$ cat src/rtl/mc_pkg.sv
// Shared encodings for the multicycle MIPS controller: FSM states, opcodes,
// R-type function codes and the ALU operation selects the ALU also decodes.
package mc_pkg;

  typedef enum logic [3:0] {
    S_FETCH  = 4'd0,
    S_DECODE = 4'd1,
    S_MEMADR = 4'd2,
    S_MEMRD  = 4'd3,
    S_MEMWB  = 4'd4,
    S_MEMWR  = 4'd5,
    S_EXEC   = 4'd6,
    S_ALUWB  = 4'd7,
    S_BRANCH = 4'd8,
    S_ADDIEX = 4'd9,
    S_ADDIWB = 4'd10,
    S_JUMP   = 4'd11
  } state_t;

  localparam logic [5:0] OP_R    = 6'b000000;
  localparam logic [5:0] OP_LW   = 6'b100011;
  localparam logic [5:0] OP_SW   = 6'b101011;
  localparam logic [5:0] OP_BEQ  = 6'b000100;
  localparam logic [5:0] OP_BNE  = 6'b000101;
  localparam logic [5:0] OP_ADDI = 6'b001000;
  localparam logic [5:0] OP_J    = 6'b000010;

  localparam logic [5:0] FN_ADD  = 6'b100000;
  localparam logic [5:0] FN_SUB  = 6'b100010;
  localparam logic [5:0] FN_AND  = 6'b100100;
  localparam logic [5:0] FN_OR   = 6'b100101;
  localparam logic [5:0] FN_SLT  = 6'b101010;
  localparam logic [5:0] FN_SLL  = 6'b000000;
  localparam logic [5:0] FN_SRL  = 6'b000010;
  localparam logic [5:0] FN_SRA  = 6'b000011;
  localparam logic [5:0] FN_SLLV = 6'b000100;
  localparam logic [5:0] FN_SRLV = 6'b000110;
  localparam logic [5:0] FN_SRAV = 6'b000111;
  localparam logic [5:0] FN_MUL  = 6'b011000;

  localparam logic [3:0] ALU_AND  = 4'b0000;
  localparam logic [3:0] ALU_OR   = 4'b0001;
  localparam logic [3:0] ALU_ADD  = 4'b0010;
  localparam logic [3:0] ALU_SLL  = 4'b0011;
  localparam logic [3:0] ALU_SRL  = 4'b0100;
  localparam logic [3:0] ALU_SRA  = 4'b0101;
  localparam logic [3:0] ALU_SUB  = 4'b0110;
  localparam logic [3:0] ALU_SLT  = 4'b0111;
  localparam logic [3:0] ALU_SLLV = 4'b1000;
  localparam logic [3:0] ALU_SRLV = 4'b1001;
  localparam logic [3:0] ALU_SRAV = 4'b1010;
  localparam logic [3:0] ALU_MUL  = 4'b1011;

endpackage

$ cat src/rtl/alu_decoder.sv
// R-type function field decode: maps Funct to an ALU operation select and
// flags whether the function code is one the datapath implements.
module alu_decoder
  import mc_pkg::*;
(
  input  logic [5:0] funct,
  output logic [3:0] alu_sel,
  output logic       valid
);

  always_comb begin
    // NOTE: every output gets a default before the case so no path leaves it unassigned (no latch).
    alu_sel = ALU_ADD;
    valid   = 1'b1;
    case (funct)
      FN_ADD:  alu_sel = ALU_ADD;
      FN_SUB:  alu_sel = ALU_SUB;
      FN_AND:  alu_sel = ALU_AND;
      FN_OR:   alu_sel = ALU_OR;
      FN_SLT:  alu_sel = ALU_SLT;
      FN_SLL:  alu_sel = ALU_SLL;
      FN_SRL:  alu_sel = ALU_SRL;
      FN_SRA:  alu_sel = ALU_SRA;
      FN_SLLV: alu_sel = ALU_SLLV;
      FN_SRLV: alu_sel = ALU_SRLV;
      FN_SRAV: alu_sel = ALU_SRAV;
      FN_MUL:  alu_sel = ALU_MUL;
      default: valid   = 1'b0;
    endcase
  end

endmodule

$ cat src/rtl/mc_control.sv
// Multicycle MIPS main control: Moore FSM sequencing fetch/decode/execute/
// memory/writeback, with datapath selects decoded from the current state.
module mc_control
  import mc_pkg::*;
#(
  parameter int SEL = 4
) (
  input  logic           clk,
  input  logic           rst,
  input  logic [5:0]     Opcode,
  input  logic [5:0]     Funct,
  input  logic           Zero,
  output logic           PCEn,
  output logic           IorD,
  output logic           MemWrite,
  output logic           IRWrite,
  output logic           RegDst,
  output logic           MemtoReg,
  output logic           RegWrite,
  output logic           ALUSrcA,
  output logic [1:0]     ALUSrcB,
  output logic [SEL-1:0] ALUsel,
  output logic [1:0]     PCSrc,
  output logic [3:0]     State
);

  state_t     state_q, state_d, view;
  logic [3:0] fn_sel;
  logic       fn_valid;

  alu_decoder u_alu_decoder (
    .funct   (Funct),
    .alu_sel (fn_sel),
    .valid   (fn_valid)
  );

  always_ff @(posedge clk) begin
    // NOTE: state registers use non-blocking assignment so every flop samples pre-edge values.
    if (!rst) state_q <= S_FETCH;
    else      state_q <= state_d;
  end

  assign State = state_q;

  always_comb begin
    state_d = S_FETCH;
    case (state_q)
      S_FETCH:  state_d = S_DECODE;
      S_DECODE: begin
        case (Opcode)
          OP_LW, OP_SW:   state_d = S_MEMADR;
          OP_R:           state_d = S_EXEC;
          OP_BEQ, OP_BNE: state_d = S_BRANCH;
          OP_ADDI:        state_d = S_ADDIEX;
          OP_J:           state_d = S_JUMP;
          default:        state_d = S_FETCH;
        endcase
      end
      S_MEMADR: state_d = (Opcode == OP_SW) ? S_MEMWR : S_MEMRD;
      S_MEMRD:  state_d = S_MEMWB;
      S_EXEC:   state_d = fn_valid ? S_ALUWB : S_FETCH;
      S_ADDIEX: state_d = S_ADDIWB;
      default:  state_d = S_FETCH;
    endcase
  end

  // Under reset the datapath sees the FETCH selects; enables are masked below.
  assign view = rst ? state_q : S_FETCH;

  always_comb begin
    PCEn     = 1'b0;
    IorD     = 1'b0;
    MemWrite = 1'b0;
    IRWrite  = 1'b0;
    RegDst   = 1'b0;
    MemtoReg = 1'b0;
    RegWrite = 1'b0;
    ALUSrcA  = 1'b0;
    ALUSrcB  = 2'b00;
    ALUsel   = SEL'(ALU_ADD);
    PCSrc    = 2'b00;
    case (view)
      S_FETCH: begin
        IRWrite = 1'b1;
        ALUSrcB = 2'b01;
        PCEn    = 1'b1;
      end
      S_DECODE: ALUSrcB = 2'b11;
      S_MEMADR, S_ADDIEX: begin
        ALUSrcA = 1'b1;
        ALUSrcB = 2'b10;
      end
      S_MEMRD: IorD = 1'b1;
      S_MEMWB: begin
        MemtoReg = 1'b1;
        RegWrite = 1'b1;
      end
      S_MEMWR: begin
        IorD     = 1'b1;
        MemWrite = 1'b1;
      end
      S_EXEC: begin
        ALUSrcA = 1'b1;
        ALUsel  = SEL'(fn_sel);
      end
      S_ALUWB: begin
        RegDst   = 1'b1;
        RegWrite = 1'b1;
      end
      S_BRANCH: begin
        ALUSrcA = 1'b1;
        ALUsel  = SEL'(ALU_SUB);
        PCSrc   = 2'b01;
        PCEn    = (Opcode == OP_BNE) ? ~Zero : Zero;
      end
      S_ADDIWB: RegWrite = 1'b1;
      S_JUMP: begin
        PCSrc = 2'b10;
        PCEn  = 1'b1;
      end
      default: ;
    endcase
    if (!rst) begin
      PCEn     = 1'b0;
      IRWrite  = 1'b0;
      MemWrite = 1'b0;
      RegWrite = 1'b0;
    end
  end

endmodule

$ cat config.mk
export PLATFORM = sky130hd
export DESIGN_NAME = mc_control
export DESIGN_NICKNAME = d
export VERILOG_FILES = /design/src/rtl/mc_pkg.sv /design/src/rtl/alu_decoder.sv /design/src/rtl/mc_control.sv
export SDC_FILE = /design/constraint.sdc
export NUM_CORES = 1
export LEC_CHECK = 0
export ABC_AREA = 1
export BUFFER_PORTS_ARGS = -buffer_cell sky130_fd_sc_hd__buf_2
export CAP_MARGIN = 15
export CORE_UTILIZATION = 37
export CTS_BUF_LIST = sky130_fd_sc_hd__clkbuf_8
export CTS_CLUSTER_DIAMETER = 30
export DETAILED_ROUTE_END_ITERATION = 8
export GPL_TIMING_DRIVEN = 0
export PLACE_DENSITY = 0.67
export SYNTH_ARGS = -nofsm -noshare
export SYNTH_HDL_FRONTEND = slang
export SYNTH_SLANG_ARGS = --single-unit
$ cat constraint.sdc
create_clock -name clk -period 2.1 [get_ports clk]
set_input_delay 0 -clock clk [delete_from_list [all_inputs] [get_ports clk]]
set_output_delay 0 -clock clk [all_outputs]
set_load 0.01 [all_outputs]
==> run_results.csv <==
group,metric,value,unit
place,gp_congestion,0.895,
routing,routed_wl,1.78,mm
floorplanning,die_height,45.4,um
global_route,met1_usage,24.7,%
global_route,busiest_layer,"met2",
synthesis,ys_warn_count,0,
cts,cts_resized,0,
routing,ant_nets,0,
layout,diodes,0,
hold_path,hp-start,"rst",
cts,cts_post_setup_buffers_inserted,0,
synthesis,synth_seq_cells,4,
global_route,grt_max_degree,10,
setup_path,path_max_fanout,9,
cts,cts_tree,"done",
routing,drc,0,
cts,cts_buffers,3,
pwr,pwr-share-seq,23.6,%
setup_path,max_stage_delay,290,ps
synthesis,synthTopCellsByArea,"nor2_1, dfxtp_1, nand2_1",
setup_path,crit_path_start_kind,"flip-flop",
layout,area_delta_synth_final,34.2,%
layout,fillCellCount,193,
global_route,grt_pass1_vias,762,
timing,fmax,0.677,GHz
global_route,use_met2,33.3,%
timing,timing.final.crit_share,70.4,%
timing,maxSlewViolCount,0,
layout,most-common-layout-cells,"buf_2, nor2_1, nand2_1",
timing,hold_viol,0,
timing,setup_viol,0,
cts,clk_latency,220,ps
floorplanning,die_w,45.4,um
floorplanning,dieArea,2060,um^2
pwr,netSwitchingPower,0.105,mW
hold_path,min_path_type,"input pin to flip-flop",
floorplanning,core_area,1750,um^2
setup_path,rrSetupSlack,870,ps
setup_path,worst-setup-path-type,"flip-flop to output port",
setup_path,crit_chain,"buf_4 -> nand2_2 -> nand2_1 -> nor2_2 -> nand3_1 -> a21oi_1 -> buf_2",
floorplanning,rows,15,
synthesis,yosysTopAreaCell,"nor2_1",
timing,period_needed,1480,ps
routing,avgViaCountPerCell,4.83,
synthesis,syn_avg_cell_area,5.35,um^2
synthesis,synth_top_cell_area_share,11.9,%
setup_path,cp.buffers_inverters,2,
setup_path,critPathTopFamily,"simple AND/OR/NAND/NOR gates",
setup_path,required,2100,ps
synthesis,synth_area,696,um^2
global_route,grtUsageMet3,3.60,%
timing,rsz0062_at_grt,"no",
synthesis,yosysUniqueCellTypes,25,
synthesis,syn-num-nets,145,
place,io_buffers,33,
setup_path,r2r_cells,7,
global_route,grt_usage,19.5,%
cts,htree_levels,1,
global_route,antenna_found_initial,0,
floorplanning,start_util,39.9,%
timing,max_slew.worst_pin.slew,296,ps
pwr,swShare,30.5,%
timing,setup_tns,0,ps
place,dp.cells,188,
setup_path,cpMaxStageDelayCell,"dfxtp_1",
pwr,p_comb_share,28.9,%
pwr,ir_drop,0.000238,V
routing,wl_per_cell,9.30,um
routing,vias,923,
layout,fin_nets,183,
setup_path,worstPathArrival,1480,ps
place,dpl.hpwl,1.50,mm
layout,fin_cells,191,
timing,fin_skew,0.909,ps
floorplanning,io_pins,35,
hold_path,min_to,"State[3]",
pwr,leakagePower,0.531,nW
routing,first_pass_iters,4,
run_status,outcome,"completed",
setup_path,critPathCaptureType,"output port",
synthesis,syn_inst,130,
cts,clockRootBuffer,"clkbuf_8",
flow_run,max-cap-violations,0,
pwr,power.internal,0.239,mW
timing,slew_headroom,80.1,%
cts,cts_sinks,4,
cts,clk_pin_slew,30,ps
pwr,power-per-cell-area,368,nW/um^2
global_route,overflow,0,
routing,drtIter0Drc,12,
layout,largest_reg_flops,4,
setup_path,r2r-end,"State[2]",
cts,hold_buffers,0,
hold_path,hold_path_depth,3,
pwr,clkPwrFrac,47.5,%
cts,clk_path_buf_depth,2,
synthesis,seq_area_frac_synth,11.5,%
layout,final_common_cell,"buf_2",
layout,drive_above_1_share,34.3,%
global_route,grt_pass1_wl,2.95,mm
setup_path,reg2reg_from,"State[3]",
-- power groups by stage --
stage | logic, mW | clock network (mW) | registers (mW)
after floorplan | 0.0611 | 0 | 0.0834
after global placement | 0.0978 | 0 | 0.0821
after detailed placement | 0.0990 | 0 | 0.0821
after CTS | 0.0994 | 0.163 | 0.0811
after global routing | 0.113 | 0.172 | 0.0815
final | 0.0993 | 0.163 | 0.0811
-- synth_stat cells (all sizes together) --
| master | count |
|---|---|
| nor2 | 28 |
| nand2 | 24 |
| inv | 22 |
| nand3 | 18 |
| a21oi | 9 |
| nor3 | 5 |
| dfxtp | 4 |
| nand4 | 4 |
| o21ai | 4 |
| a31oi | 2 |
| buf | 2 |
| a211o | 1 |
| a22oi | 1 |
| and2 | 1 |
| and3 | 1 |
| nor4 | 1 |
| o21bai | 1 |
| o22ai | 1 |
| or2 | 1 |
-- worst max-delay path by stage --
| stage | from | to | slack, ps | depth (start not counted) |
|---|---|---|---|---|
| final | State[0] | PCEn | 620 | 7 |
| after floorplan | State[0] | PCEn | 890 | 7 |
| after detailed placement | State[0] | PCEn | 840 | 7 |
| after CTS | State[0] | PCEn | 610 | 7 |
| after global routing | State[0] | PCEn | 420 | 7 |
| after global placement | State[0] | PCEn | 820 | 7 |
-- per-stage QoR --
step	cell area (um^2)	utilization (%)	hold slack (ps)	power, mW	setup WS, ps
floorplan	696	-	162	0.144	890
global placement	892	51.1	334	0.180	824
CTS	933	53.5	135	0.344	610
detailed placement	892	51.1	333	0.181	842
finish	933	53.5	136	0.343	622
global route	933	53.5	163	0.366	424
-- cell type report --
cell class              count  area (um^2)  area share [%]
clock buffers               3         41.3            4.42
flip-flops and latches      4         80.1            8.58
inverters                  22         82.6            8.85
multi-input cells         102          518            55.5
well taps                  25         31.3            3.35
repair buffers             33          165            17.7
plain buffers               2         15.0            1.61
-- worst register-to-register path, delay by kind of cell, from the launching register on --
family / cells / cell delay [ps]
AND/OR/NAND/NOR: 5 / 570
flip-flops: 1 / 360
AO/OA/AOI/OAI: 1 / 140
buffers and inverters: 1 / 80
-- cell families after synthesis --
logic type | Yosys count | synth area share, %
and+or+nand+nor | 83 | 59.0
buffers and inverters | 24 | 14.0
AOI/OAI and AO/OA | 19 | 15.5
DFF | 4 | 11.5
-- routing by layer --
metal,vias up,wire length [um]
met5,-,0
met4,0,19
met2,22,849
li1,501,-
met1,396,823
met3,4,85
No activity file was read; power rests on OpenSTA's default activity.
